--- src/rtl/color_pattern_gen.sv ---
// color_pattern_gen
//   Pixel colour stage between the timing generator and the VGA DAC.
//   Normal mode registers the frame-buffer pixel onto the colour outputs.
//   Test mode renders one of five built-in patterns. The pattern index steps
//   on rising edges of next_test. Pattern 4 is a white bar that moves once
//   per frame.
// Ports:
//   clk, rst_        pixel clock, asynchronous active-low reset
//   test_mode        1 = test patterns, 0 = frame-buffer pass-through
//   next_test        level input; each rising edge advances the pattern
//   h_active/v_active  active-video flags from the timing generator
//   h_counter/v_counter  pixel / line counters (CNT_W bits)
//   current_pixel    frame-buffer pixel, packed {R,G,B}
//   red/green/blue   registered colour outputs (1-cycle latency)
//   pattern_idx      current test pattern 0..4
//   frame_count      completed frames, wraps 255 -> 0
module color_pattern_gen #(
  parameter int CW         = 4,
  parameter int CNT_W      = 10,
  parameter int H_START    = 160,
  parameter int H_ACTIVE   = 640,
  parameter int CHECK_LOG2 = 5,
  parameter int GRAD_SHIFT = 5
) (
  input  logic              clk,
  input  logic              rst_,
  input  logic              test_mode,
  input  logic              next_test,
  input  logic              h_active,
  input  logic              v_active,
  input  logic [CNT_W-1:0]  h_counter,
  input  logic [CNT_W-1:0]  v_counter,
  input  logic [3*CW-1:0]   current_pixel,
  output logic [CW-1:0]     red,
  output logic [CW-1:0]     green,
  output logic [CW-1:0]     blue,
  output logic [2:0]        pattern_idx,
  output logic [7:0]        frame_count
);

  localparam int BAR_W = H_ACTIVE / 8;
  localparam int MBAR_W = 16;

  logic [CNT_W-1:0] x;
  logic             nt_q, va_q, rise, fe;
  logic [CNT_W-1:0] bar_pos;
  logic [CNT_W:0]   bar_next;
  logic [CNT_W+1:0] bar_end;
  logic [2:0]       bar_k;
  logic [2:0]       bar_rgb;
  logic [CNT_W-1:0] chk_x;
  logic [CNT_W-1:0] grad_x;
  logic             in_mbar;
  logic [CW-1:0]    r_n, g_n, b_n;
  logic             unused_bits;

  // x wraps when h_counter < H_START, which lands it above H_ACTIVE.
  assign x    = h_counter - CNT_W'(H_START);
  assign rise = next_test & ~nt_q;
  assign fe   = va_q & ~v_active;

  // Moving bar advance: wraps to 0 when the bar would run past the line end.
  assign bar_next = {1'b0, bar_pos} + (CNT_W+1)'(4);
  assign bar_end  = {1'b0, bar_next} + (CNT_W+2)'(MBAR_W);

  assign chk_x  = (x >> CHECK_LOG2) ^ (v_counter >> CHECK_LOG2);
  assign grad_x = x >> GRAD_SHIFT;
  assign in_mbar = ({1'b0, x} >= {1'b0, bar_pos}) &&
                   ({1'b0, x} <  ({1'b0, bar_pos} + (CNT_W+1)'(MBAR_W)));

  // Upper bits of the shifted terms have no consumer.
  assign unused_bits = ^{chk_x[CNT_W-1:1], grad_x[CNT_W-1:CW]};

  // Bar number from threshold comparisons rather than a divider.
  always_comb begin
    bar_k = 3'd0;
    for (int i = 1; i < 8; i++) begin
      if (x >= CNT_W'(i * BAR_W)) bar_k = 3'(i);
    end
  end

  // Bar colours as {R,G,B} on/off bits.
  always_comb begin
    bar_rgb = 3'b000;
    case (bar_k)
      3'd0: bar_rgb = 3'b000;  // black
      3'd1: bar_rgb = 3'b111;  // white
      3'd2: bar_rgb = 3'b100;  // red
      3'd3: bar_rgb = 3'b110;  // yellow
      3'd4: bar_rgb = 3'b010;  // green
      3'd5: bar_rgb = 3'b011;  // cyan
      3'd6: bar_rgb = 3'b001;  // blue
      3'd7: bar_rgb = 3'b101;  // magenta
      default: bar_rgb = 3'b000;
    endcase
  end

  always_comb begin
    r_n = '0;
    g_n = '0;
    b_n = '0;
    if (h_active && v_active) begin
      if (!test_mode) begin
        r_n = current_pixel[3*CW-1:2*CW];
        g_n = current_pixel[2*CW-1:CW];
        b_n = current_pixel[CW-1:0];
      end else begin
        case (pattern_idx)
          3'd0: begin
            if (x < CNT_W'(H_ACTIVE)) begin
              r_n = {CW{bar_rgb[2]}};
              g_n = {CW{bar_rgb[1]}};
              b_n = {CW{bar_rgb[0]}};
            end
          end
          3'd1: begin
            r_n = '0;
            g_n = '1;
            b_n = {1'b0, {(CW-1){1'b1}}};
          end
          3'd2: begin
            r_n = {CW{chk_x[0]}};
            g_n = {CW{chk_x[0]}};
            b_n = {CW{chk_x[0]}};
          end
          3'd3: begin
            r_n = grad_x[CW-1:0];
            g_n = grad_x[CW-1:0];
            b_n = grad_x[CW-1:0];
          end
          3'd4: begin
            r_n = {CW{in_mbar}};
            g_n = {CW{in_mbar}};
            b_n = {CW{in_mbar}};
          end
          default: begin
            r_n = '0;
            g_n = '0;
            b_n = '0;
          end
        endcase
      end
    end
  end

  always_ff @(posedge clk or negedge rst_) begin
    if (!rst_) begin
      red         <= '0;
      green       <= '0;
      blue        <= '0;
      pattern_idx <= 3'd0;
      frame_count <= 8'd0;
      bar_pos     <= '0;
      nt_q        <= 1'b0;
      va_q        <= 1'b0;
    end else begin
      red   <= r_n;
      green <= g_n;
      blue  <= b_n;
      nt_q  <= next_test;
      va_q  <= v_active;
      // Pattern stepping and frame-end bookkeeping are independent and may
      // both fire on the same edge.
      if (rise && test_mode) begin
        pattern_idx <= (pattern_idx == 3'd4) ? 3'd0 : pattern_idx + 3'd1;
      end
      if (fe) begin
        frame_count <= frame_count + 8'd1;
        if (bar_end > (CNT_W+2)'(H_ACTIVE)) bar_pos <= '0;
        else                                bar_pos <= bar_next[CNT_W-1:0];
      end
    end
  end

endmodule

--- config.mk ---
export PLATFORM = sky130hd
export DESIGN_NAME = color_pattern_gen
export DESIGN_NICKNAME = d
export VERILOG_FILES = /design/src/rtl/color_pattern_gen.sv
export SDC_FILE = /design/constraint.sdc
export NUM_CORES = 1
export LEC_CHECK = 0
export BUFFER_PORTS_ARGS = -buffer_cell sky130_fd_sc_hd__buf_2
export CAP_MARGIN = 10
export CORE_ASPECT_RATIO = 0.6
export CORE_MARGIN = 2
export CORE_UTILIZATION = 25
export CTS_CLUSTER_DIAMETER = 120
export DETAILED_ROUTE_END_ITERATION = 8
export SLEW_MARGIN = 20
export SYNTH_ARGS = -nofsm -noshare
export SYNTH_HDL_FRONTEND = slang
export SYNTH_SLANG_ARGS = --single-unit
--- constraint.sdc ---
create_clock -name clk -period 2.8 [get_ports clk]
set_input_delay 0 -clock clk [delete_from_list [all_inputs] [get_ports clk]]
set_output_delay 0 -clock clk [all_outputs]
set_load 0.1 [all_outputs]
==> results.txt, run 1 <==
The flow ran to the end, and the final reports show no timing, DRC or antenna violations. Ranked by total cell area, the synthesized netlist is headed by sky130_fd_sc_hd__dfrtp_1 (31%), sky130_fd_sc_hd__ha_1 (12%), sky130_fd_sc_hd__o21ai_0 (5.5%). The area after detailed placement is between 3000 and 4000 um^2.

The post-synthesis instance total came out at a little over 300. The cell area after layout came out at roughly 3300 um^2. During placement, the flow inserted port buffers numbering 51. The number of clock buffers inserted by TritonCTS is 5. The number of antenna violations at the first check in global routing is 0.

The final max-slew violation count came out at 0. The path type of the worst setup path is reg -> reg. The fraction of synthesized cell area taken by the top area cell type came out at 0.312. The number of global-route vias before repair was about 2,400. The beginning of the worst register-to-register path is bar_pos[4].

The commonest cells after synthesis are sky130_fd_sc_hd__dfrtp_1 (33), sky130_fd_sc_hd__o21ai_0 (29), sky130_fd_sc_hd__ha_1 (26), sky130_fd_sc_hd__nor2_1 (26), sky130_fd_sc_hd__nand2_1 (22). For flop-to-flop paths, the worst setup slack is about 190 ps. The hold violation count in the final report is 0.

The number of diodes came out at 0. In this run the worst path has a maximum fanout of 6. The die is roughly 84 um tall.

Counting instances, the worst hold path has a depth of 4. The fraction of layout cells with a size suffix above 1 came out at 0.232. Hold timing on the final database bottoms out at a slack of 139 ps. For this design the top-level I/O count stands at between 60 and 70. The number of vias per cell after detailed routing is between 4 and 5. Across the run, the number of max-cap violations was 0. The first-pass iteration count of the detailed router is 5. The x dimension of the die came out at 137 um.

The number of different library cells in the post-synthesis netlist is 53. The area of the placeable core came out at 10,500 um^2. The residual DRC count is 0. The antenna violation net count after detailed routing came out at 0.

The register area share after synthesis came out at 0.312. The row count is 29. In this run, the number of DRC markers left after iteration 0 of detailed routing was around 140. Detailed placement finished with a half-perimeter wire length of 5700 um. Data arrives at the worst endpoint at approximately 2800 ps. sky130_fd_sc_hd__dfrtp_1 takes more of the synthesized area than any other cell. After the last flow step, the layout net total stands at ~430.

For this run the aggregate overflow at the end of global routing stands at 0. The startpoint identified for the worst hold timing path is current_pixel[7]. The end of the worst register-to-register path is green[2]. In the post-synthesis netlist, the cell with the most instances is sky130_fd_sc_hd__dfrtp_1.

For the pin with the worst max-slew slack, the measured transition is 763 ps. The via count came out at approximately 2,500. The worst setup path is captured at a flip-flop.

The worst slew margin relative to its limit came out at 0.491. The die covers 11,500 um^2. The post-route setup TNS came out at 0 ps. The number of enable flip-flop cells after synthesis came out at 0. The total number of yosys warnings came out at 0.

The clock transition at the registers of the reported paths came out at about 50 ps. The highest attainable clock frequency came out at roughly 380 MHz. The leakage power came out at ~1.6 nW.

The deepest clock path buffer count came out at 2. Dividing the final minimum period by the clock period gives 0.931. In this run, placement finished with an instance count of roughly 500.

The predominant post-synthesis flop cell is sky130_fd_sc_hd__dfrtp_1. The final-layout fill cell count is roughly 1,100. After synthesis, the mean cell area works out to ~8.6 um^2.

The power density over the cells came out at roughly 900 nW/um^2. The data required time at the worst endpoint is ~3000 ps. The largest net degree at the start of global routing is 34.

The design draws just under 0.003 W. Across the routed clock network, the largest skew measured is 4.12 ps. The path depth of the worst reg2reg path is 11.

In the synthesized netlist the async set-or-reset flop fraction comes to 1.00. The worst vdd rail ir drop is 0.741 mV. The number of H-tree levels is 2.

The count of final setup violators is 0. The root buffer cell is sky130_fd_sc_hd__clkbuf_16. In this run the worst hold path is classified as in -> reg.

TritonCTS built the clock tree. The total number of clock tree sinks came out at 33. At the end of routability-driven placement, the weighted congestion stood at between 0.9 and 1. The first-pass GRT wire length came out at roughly 12,000 um. The worst setup path is launched from a flip-flop. The initial core utilization is 0.254. The routed design could run at a clock period as short as ~2600 ps. Dividing the detail-routed wire length by the instance count gives roughly 14 um. The worst-skew pair later-pin latency is ~280 ps. The total standard cell area after synthesis came out at roughly 2700 um^2.

The filler-free cell count of the finished design is between 500 and 600. Wires add up to between 7000 and 8000 um. For hold timing, the worst endpoint is green[3]. The synthesized net count came out at between 300 and 400. Relative to the synthesized area, the layout overhead comes to 23.0%. The total global routing track utilization came out at 0.131.

The count of state elements after synthesis came out at 33.
-- state kept, by name, summed over array words and instances, names as in the netlist --
| signal | count |
|---|---|
| bar_pos | 8 |
| frame_count | 8 |
| blue | 4 |
| green | 4 |
| pattern_idx | 3 |
| nt_q | 1 |
| red | 4 |
| va_q | 1 |
-- how the worst max path moves through the flow --
stage / cells after the start / endpoint / from / slack [ps]
final: 11 / green[2] / bar_pos[4] / 190
after global routing: 11 / green[2] / bar_pos[4] / -6
after CTS: 11 / green[2] / bar_pos[4] / 170
after detailed placement: 14 / green[2] / h_counter[5] / 70
after global placement: 14 / green[0] / h_counter[5] / 100
after floorplan: 11 / red[3] / h_counter[5] / 200
-- power breakdown --
part           switching [W]  total (W)  internal (W)
registers           0.000153   0.000740      0.000587
clock network       0.000204   0.000530      0.000326
logic                0.00115    0.00166      0.000511
-- metal layers --
layer / vias to the layer above / routed length (um) / GRT usage
met5: - / 0 / 0
met4: 0 / 15 / 0.0337
met3: 2 / 598 / 0.0261
met2: 88 / 2630 / 0.168
met1: 1180 / 3990 / 0.213
li1: 1229 / - / -
-- timing repair --
action	CTS	global route
hold buffers	3	0
gates resized for setup	0	3
endpoints found under the hold margin	35	0
setup buffers	0	0
setup endpoints to repair	0	10
-- layout make-up --
class	instances	area [um^2]	area share
clock buffer	6	129	0.0395
clock inverter	2	10.0	0.00307
inverter	17	63.8	0.0196
multi-input combinational	246	1680	0.514
sequential	33	826	0.253
tap	139	174	0.0533
timing repair buffer	67	383	0.117
-- stage by stage --
stage / worst slack, ps / utilization
floorplan: 203 / -
global placement: 103 / 0.295
finish: 193 / 0.312
global route: -5.70 / 0.312
detailed placement: 67.7 / 0.295
CTS: 173 / 0.311
-- worst max-delay path, stage by stage (launching register included) --
cell and delay, ps:
sky130_fd_sc_hd__dfrtp_1 420, sky130_fd_sc_hd__ha_1 240, sky130_fd_sc_hd__xnor2_1 130, sky130_fd_sc_hd__ha_1 300, sky130_fd_sc_hd__a21o_1 170, sky130_fd_sc_hd__a2111oi_1 370
sky130_fd_sc_hd__o21ai_1 150, sky130_fd_sc_hd__a221oi_2 250, sky130_fd_sc_hd__buf_4 150, sky130_fd_sc_hd__nor3_1 50, sky130_fd_sc_hd__buf_4 160, sky130_fd_sc_hd__a21oi_1 130
-- logic make-up (layout without fill, tap and decap cells) --
| logic type | after synthesis | in the layout | synth area share |
|---|---|---|---|
| flip-flops | 33 | 33 | 0.312 |
| XOR/XNOR | 15 | 15 | 0.0496 |
| adder cells (fa/ha/maj) | 26 | 26 | 0.123 |
| multiplexers | 1 | 1 | 0.00566 |
| AND/OR/NAND/NOR | 117 | 117 | 0.237 |
| buffers and inverters | 29 | 92 | 0.0590 |
| AO/OA/AOI/OAI | 87 | 87 | 0.215 |
-- cells in the final DEF (no fill, tap or decap), types with 13 or more instances in the layout --
| master | count |
|---|---|
| sky130_fd_sc_hd__buf_2 | 51 |
| sky130_fd_sc_hd__dfrtp_1 | 33 |
| sky130_fd_sc_hd__o21ai_0 | 28 |
| sky130_fd_sc_hd__nor2_1 | 26 |
| sky130_fd_sc_hd__ha_1 | 26 |
| sky130_fd_sc_hd__nand2_1 | 22 |
| sky130_fd_sc_hd__nor2b_1 | 19 |
| sky130_fd_sc_hd__inv_1 | 17 |
| sky130_fd_sc_hd__xnor2_1 | 15 |
| sky130_fd_sc_hd__buf_4 | 13 |
(Power assumes the default switching activity.)
==> inputs of run 2 (changes only) <==
CORE_UTILIZATION = 52   (was 25)
PLACE_DENSITY = 0.77   (was default)
==> run 2 against run 1 <==
Net effect: clock-buffer cell count increased by 1; cell count decreased by 14%; highest routed layer unchanged; critical endpoint unchanged; routed wire length is 8.0% lower.
==> results.txt, run 2 (synthesis results as in run 1) <==
The wire length after detailed routing came out at 6650 um (-8.0%). The root buffer cell is sky130_fd_sc_hd__clkbuf_8. The number of antenna violations at the first check in global routing came out at 0 (unchanged). The first-pass GRT wire length came out at 10,300 um (-14%). The number of H-tree levels came out at 2 (unchanged). The leakage power is 1.54 nW (-0.71%). The antenna violation net count after detailed routing is 0 (unchanged). The area of the placeable core is 4980 um^2 (-52%). The mean routed wirelength per cell came out at 15.2 um (+7.3%). The row count came out at 20 (-31%). The vertical extent of the die is 59.3 um (-29%). The post-layout minimum cycle time is 2620 ps (+15.8 ps).

The worst slew margin relative to its limit is 0.496 (+0.00440). The instance count along the most critical hold path came to 4 (unchanged). The final hold slack was 122 ps (-17.3 ps).

The via count was 2,519 (+0.80%). The worst-case register-to-register setup slack is 180 ps (-20 ps). The tightest min-delay check is of the in -> reg type.

The actual slew at the worst max-slew pin is 756 ps (-6.60 ps). The commonest non-fill, non-tap cell in the layout is sky130_fd_sc_hd__buf_2. The number of diodes is 0 (unchanged). Leaving out fill and tap cells, the most frequent cells in the layout are sky130_fd_sc_hd__buf_2 (51), sky130_fd_sc_hd__dfrtp_1 (32), sky130_fd_sc_hd__o21ai_0 (28).

The final cycle utilization of the critical path came out at 0.937 (+0.00563). The worst vdd rail ir drop came out at 0.401 mV (-46%). The number of clock buffers inserted by TritonCTS was 5 (unchanged).

The weighted congestion reported at the end of routability-driven placement came to 0.974 (+3.2%). The maximum fanout along the worst path is 4 (-2). The highest attainable clock frequency is 381 MHz (-0.60%).

The slowest stage of the critical path is the sky130_fd_sc_hd__dfrtp_2 cell. The initial core utilization is 0.532 (+0.279). STA classifies the critical path endpoint as a flip-flop. The number of nets at the end of the flow was 434 (unchanged). The critical path goes through ha_1 > xnor2_1 > ha_1 > a21o_1 > a2111oi_2 > o21ai_1 > a221oi_2 > buf_4 > nor3_1 > buf_4 > a21oi_1.

The path type of the worst setup path is reg -> reg. The post-route setup TNS came out at 0 ps (unchanged). The number of top-level pins came out at 61 (unchanged). The clock transition at the registers of the reported paths came out at 70 ps (+20 ps). The total number of clock tree sinks was 33 (unchanged). The flow ran to the end, and the final reports show no timing, DRC or antenna violations. The residual DRC count is 0 (unchanged). The number of buffers inserted by port buffering is 51 (unchanged). TritonCTS built the clock tree. The largest net degree at the start of global routing is 34 (unchanged). The residual overflow from global routing came out at 0 (unchanged). The number of max-cap violations is 0 (unchanged). The hold violation count in the final report came out at 0 (unchanged).

The count of final setup violators came out at 0 (unchanged). The startpoint type of the worst setup path is a flip-flop. The area growth from synthesis to final layout is 19.2%. The worst-skew pair later-pin latency came out at 290 ps (about the same). The arrival time of data at the critical path endpoint came to 2830 ps (+30 ps). The launch point of the worst hold path is current_pixel[5]. The number of vias per cell after detailed routing is 5.76 (+18%).

The power density over the cells came out at 916 nW/um^2 (+1.9%). The placed wire-length estimate after detailed placement is 5120 um (-10%). The first-pass iteration count of the detailed router is 5 (unchanged). The number of DRC markers after the initial detailed-route iteration was 183 (+33%). The final max-slew violation count came out at 0 (unchanged).

The path depth of the worst reg2reg path is 11 (unchanged). The number of global-route vias before repair came out at 2,124 (-11%). The fraction of layout cells with a size suffix above 1 came out at 0.240 (+0.00809). The deepest clock path buffer count was 2 (unchanged). The total global routing track utilization is 0.236 (+0.106). For hold timing, the worst endpoint is green[1].

The largest registers in the layout are bar_pos (8), frame_count (8). The startpoint identified for the worst register-to-register timing path is bar_pos[4]. The overall die area is 5700 um^2 (-50%).

The data required time at the worst endpoint is 3010 ps (about the same). The x dimension of the die is 96.2 um (-30%). The clock tree skew after final layout is 9.62 ps (+5.50 ps). The critical path's largest stage delay is 430 ps (about the same). In this run the critical register-to-register path is captured at green[2].
run 2: critical path, delay by kind of cell, from the launching register on:
| kind | cells | cell delay (ps) |
|---|---|---|
| adder cells (fa/ha/maj) | 2 | 540 |
| buffers and inverters | 2 | 320 |
| AO/OA/AOI/OAI | 5 | 1080 |
| AND/OR/NAND/NOR | 1 | 50 |
| XOR/XNOR | 1 | 130 |
| flip-flops | 1 | 430 |
run 2: worst max path at each step:
| stage | from | end | slack [ps] | depth (start not counted) |
|---|---|---|---|---|
| finish | bar_pos[4] | green[2] | 180 | 11 |
| global route | bar_pos[4] | green[2] | -5 | 11 |
| CTS | bar_pos[4] | green[2] | 90 | 11 |
| detailed placement | bar_pos[6] | green[2] | 120 | 11 |
| global placement | h_counter[5] | green[3] | 210 | 14 |
| floorplan | h_counter[5] | red[3] | 200 | 11 |
run 2: routing by layer:
layer | GRT usage | wire length (um) | share of wire
met1 | 0.375 | 3500 | 0.53
met2 | 0.334 | 2600 | 0.39
met4 | 0.0388 | 41 | 0.0062
met5 | 0 | 0 | 0
met3 | 0.0458 | 504 | 0.076
run 2: where the power goes:
part	total (W)	internal, W	switching (W)
Sequential	0.000741	0.000587	0.000154
Combinational	0.00167	0.000518	0.00115
Clock	0.000479	0.000290	0.000189
Total	0.00289	0.00140	0.00150
run 2: cell type report:
class	count	area, um^2
Clock buffer	7	86.3
Clock inverter	1	30.0
Fill cell	452	1820
Inverter	17	63.8
Multi-Input combinational cell	246	1690
Sequential cell	33	827
Tap cell	66	82.6
Timing Repair Buffer	67	383
run 2: stage by stage:
step	area [um^2]	setup WS, ps	instances	total power, W	util
6_report	3160	177	437	0.00289	0.634
5_1_grt	3160	-5.07	437	0.00306	0.634
4_1_cts	3130	93.8	436	0.00283	0.629
2_1_floorplan	2650	203	308	0.00201	-
3_3_place_gp	2990	210	425	0.00230	0.599
3_5_place_dp	2990	119	425	0.00235	0.599
run 2: timing repair:
action                                  4_1_cts  5_1_grt
hold endpoints to repair                     35        0
resized for setup                             0        6
setup buffers                                 0        1
hold buffers                                  3        0
endpoints found under the setup margin        0       12
==> inputs of run 3 (changes only) <==
ABC_AREA = 1   (was default)
PLACE_DENSITY = 0.78   (was 0.77)
==> run 3 against run 2 <==
Net effect: routed wire length down 11%; combinational power up 3%; cell count up 7.6%; via count down 3.9%; final area down 2.5%; sequential cell count unchanged; total power down 2.5%; synthesized cell count up 9.1%; highest routed layer unchanged; fmax up 4.4%.
==> results.txt, run 3 <==
The number of global-route vias before repair is 2,229 (+4.9%). The synthesized net count is 400 (+7.5%). The run finished with clean final reports. The row count came out at 19 (-5.0%). The count of state elements after synthesis came out at 33 (unchanged). The area after detailed placement came out at 2840 um^2 (-5.0%). The critical path's largest stage delay is 430 ps (about the same). sky130_fd_sc_hd__nand2_1 is the most common cell in the netlist.

The path type of the worst setup path is reg -> reg. The area taken by flip-flops and latches is 827 um^2 (unchanged). The average size of a mapped cell came to 7.48 um^2 (-13%).

The mean routed wirelength per cell came out at 12.6 um (-17%). The path depth of the worst reg2reg path is 14 (+3). In the synthesized netlist the dominant register cell turns out to be sky130_fd_sc_hd__dfrtp_1. The residual overflow from global routing is 0 (unchanged). The area growth from synthesis to final layout came out at 22.6%. The fraction of synthesized cell area taken by the top area cell type came out at 0.329 (+0.0171). Among all stages on the critical path, the largest delay is contributed by sky130_fd_sc_hd__dfrtp_2. The number of top-level pins was 61 (unchanged). The wire length after detailed routing is 5910 um (-11%).

The highest attainable clock frequency is 398 MHz (+4.4%). The share of total power in the clock network came out at 0.126 (-0.040). The number of max-cap violations came to 0 (unchanged). The instance count along the most critical hold path came out at 3 (-1). The fraction of layout cells with a size suffix above 1 came to 0.214 (-0.0261).

The number of vias per cell after detailed routing came out at 5.15 (-11%). The buffer count from post-CTS setup fixing came out at 0 (unchanged). The deepest clock path buffer count came out at 2 (unchanged). The internal power came out at 0.00122 W (-12%). The weighted congestion reported at the end of routability-driven placement is 0.894 (-8.2%). The number of antenna violations at the first check in global routing came out at 0 (unchanged). The first-pass GRT wire length came out at 9890 um (-4.1%). The worst slew margin relative to its limit is 0.519 (+0.0232). The post-synthesis instance total is 336 (+9.1%). The worst vdd rail ir drop is 0.604 mV (+51%). The initial core utilization is 0.545 (+0.0126).

The library cells used most frequently in the layout, excluding fill and tap cells, are sky130_fd_sc_hd__nand2_1 (78), sky130_fd_sc_hd__buf_2 (51), sky130_fd_sc_hd__inv_1 (41). The final max-slew violation count is 0 (unchanged). The final-layout fill cell count came out at 417 (-7.7%). The overall die area came to 5420 um^2 (-4.9%). The number of DRC markers after the initial detailed-route iteration is 108 (-41%). The largest registers in the layout are bar_pos (8), frame_count (8). The number of enable flip-flop cells after synthesis came out at 0 (unchanged). The number of buffers inserted by port buffering came out at 51 (unchanged). The largest net degree at the start of global routing came out at 34 (unchanged). The vertical extent of the die is 57.8 um (-2.5%). The maximum fanout along the worst path came out at 8 (+4). Traced cell by cell, the critical path runs through ha_2 > nand2_1 > nor2_1 > xor2_1 > ha_1 > a21oi_1 > o21ai_0 > inv_1 > nand3_1 > nor2_4 > nor2_1 > nand3_1 > nand2_1 > a21oi_1. The worst setup path is captured at a flip-flop.

The hold violation count in the final report was 0 (unchanged). The total power draw is 0.00282 W (-2.5%). The number of different library cells in the post-synthesis netlist came to 34 (-36%). The commonest non-fill, non-tap cell in the layout is sky130_fd_sc_hd__nand2_1. The async set-or-reset flop fraction in the synthesized netlist is 1.00 (unchanged). The worst-case register-to-register setup slack is 290 ps (+110 ps).

The proportion of power drawn by flip-flops and latches is 0.264 (+0.008). The number of clock buffers inserted by TritonCTS came to 5 (unchanged). The via count came out at 2,422 (-3.9%). The total number of clock tree sinks came out at 33 (unchanged). The number of nets at the end of the flow is 470 (+8.3%). The number of diodes came out at 0 (unchanged). The final cycle utilization of the critical path is 0.898 (-0.0391). The first-pass iteration count of the detailed router came out at 4 (-1). The cell area after layout came out at 3080 um^2 (-2.5%). Setup repair after global routing left no endpoint under its margin. The worst setup path is launched from a flip-flop.

Yosys attributes the largest share of cell area to sky130_fd_sc_hd__dfrtp_1 (33%), sky130_fd_sc_hd__ha_1 (13%), sky130_fd_sc_hd__nand2_1 (12%). The post-layout minimum cycle time came out at 2510 ps (-110 ps). The area of the placeable core is 4610 um^2 (-7.4%). The number of H-tree levels came to 2 (unchanged). After synthesis, the most frequently instantiated cells are sky130_fd_sc_hd__nand2_1 (78), sky130_fd_sc_hd__inv_1 (41), sky130_fd_sc_hd__dfrtp_1 (33). The total standard cell area after synthesis came out at 2510 um^2 (-5.2%).

The utilization after layout came to 0.668 (+0.0335). The power density over the cells came out at 916 nW/um^2 (about the same). In this run the critical register-to-register path is launched from bar_pos[4]. The actual slew at the worst max-slew pin is 721 ps (-34.8 ps). The arrival time of data at the critical path endpoint was 2710 ps (-120 ps). The worst register-to-register path ends at red[0]. The total number of yosys warnings is 0 (unchanged).

Of all cell types, the one taking the most synthesized area is sky130_fd_sc_hd__dfrtp_1. The tree is rooted in a sky130_fd_sc_hd__clkbuf_8. The clock tree skew after final layout came out at 3.93 ps (-5.69 ps).

The class of the tightest hold or removal check is in -> reg. The worst-skew pair later-pin latency came out at 290 ps (about the same). The residual DRC count is 0 (unchanged).

The leakage power came out at 1.63 nW (+5.6%). The power dissipated by switching net loads is 0.00160 W (+6.8%). The clock tree from TritonCTS is built. The register area share after synthesis is 0.329 (+0.0171). The placed wire-length estimate after detailed placement is 4470 um (-13%). The launch point of the worst hold path is test_mode. The final hold slack is 45.1 ps (-76.8 ps).

The data required time at the worst endpoint is 3000 ps (about the same). The antenna violation net count after detailed routing is 0 (unchanged). The part of the power in combinational logic came out at 0.611 (+0.033). The clock transition at the registers of the reported paths came to 70 ps (about the same). The total global routing track utilization came out at 0.232 (-0.00470).

The x dimension of the die came out at 93.7 um (-2.5%). The area occupied by multi-input gates came to 1500 um^2 (-11%). The net switching share of the total power is 0.567 (+0.0493). The post-route setup TNS is 0 ps (unchanged). The worst hold path endpoint is blue[1]. The count of final setup violators came out at 0 (unchanged).
## run 3: cell types whose count changed in the layout (fill, tap and decap cells not counted), moves of 5 or more
cell / previous run / this run
sky130_fd_sc_hd__nand3_1: 12 / 29
sky130_fd_sc_hd__o21ai_0: 28 / 16
sky130_fd_sc_hd__nor2b_1: 19 / 0
sky130_fd_sc_hd__a31oi_1: 8 / 1
sky130_fd_sc_hd__a21oi_1: 11 / 21
sky130_fd_sc_hd__buf_4: 13 / 1
sky130_fd_sc_hd__dlygate4sd3_1: 3 / 15
sky130_fd_sc_hd__nand2_2: 0 / 6
sky130_fd_sc_hd__inv_1: 17 / 41
sky130_fd_sc_hd__nand2_1: 22 / 78
sky130_fd_sc_hd__xnor2_1: 15 / 4
sky130_fd_sc_hd__xor2_1: 0 / 12
sky130_fd_sc_hd__and3_1: 5 / 0
## run 3: kinds of logic (layout without fill, tap and decap cells)
| family | count (synthesis) | in the layout | share of synthesized area |
|---|---|---|---|
| AO/OA/AOI/OAI | 48 | 48 | 0.114 |
| adder cells (fa/ha/maj) | 26 | 26 | 0.129 |
| AND/OR/NAND/NOR | 163 | 163 | 0.296 |
| flip-flops | 33 | 33 | 0.329 |
| XOR/XNOR | 16 | 16 | 0.0558 |
| buffers and inverters | 50 | 121 | 0.0762 |
## run 3: power groups by stage
stage / Sequential, W / Clock, W / Combinational [W]
3_5_place_dp: 0.000750 / 0 / 0.00169
3_3_place_gp: 0.000744 / 0 / 0.00166
4_1_cts: 0.000741 / 0.000360 / 0.00171
2_1_floorplan: 0.00136 / 0 / 0.000744
6_report: 0.000744 / 0.000354 / 0.00172
5_1_grt: 0.000765 / 0.000381 / 0.00189
## run 3: through the flow
stage	instances	setup slack, ps
after floorplan	336	555
after global placement	447	286
after detailed placement	447	209
after CTS	470	174
after global routing	470	12.3
final	470	286
## run 3: final cells by class
class / instances / area share
clock buffers: 5 / 0.0223
well taps: 63 / 0.0256
inverters: 46 / 0.0561
flip-flops and latches: 33 / 0.268
repair buffers: 67 / 0.134
multi-input cells: 253 / 0.488
clock inverters: 3 / 0.00569
## run 3: timing repair
item,4_1_cts,5_1_grt
gates resized for setup,0,3
hold buffers,15,0
setup endpoints to repair,0,12
hold endpoints to repair,47,0
## run 3: metal layers
layer | track usage | wire [um]
met1 | 0.321 | 2900
met2 | 0.384 | 2600
met3 | 0.0520 | 368
met4 | 0.0393 | 38
met5 | 0 | 0
## run 3: worst max-delay path, delay by kind of cell (launching register included)
| family | cells | cell delay [ps] |
|---|---|---|
| AO/OA/AOI/OAI | 3 | 410 |
| XOR/XNOR | 1 | 220 |
| adder cells (fa/ha/maj) | 2 | 520 |
| buffers and inverters | 1 | 60 |
| flip-flops | 1 | 430 |
| AND/OR/NAND/NOR | 7 | 790 |
## run 3: worst max path at each step
stage | start | to | slack, ps
after global routing | bar_pos[4] | green[2] | 10
after detailed placement | bar_pos[4] | green[2] | 210
after global placement | bar_pos[4] | green[3] | 290
final | bar_pos[4] | red[0] | 290
after CTS | bar_pos[4] | green[2] | 170
after floorplan | pattern_idx[0] | blue[1] | 560
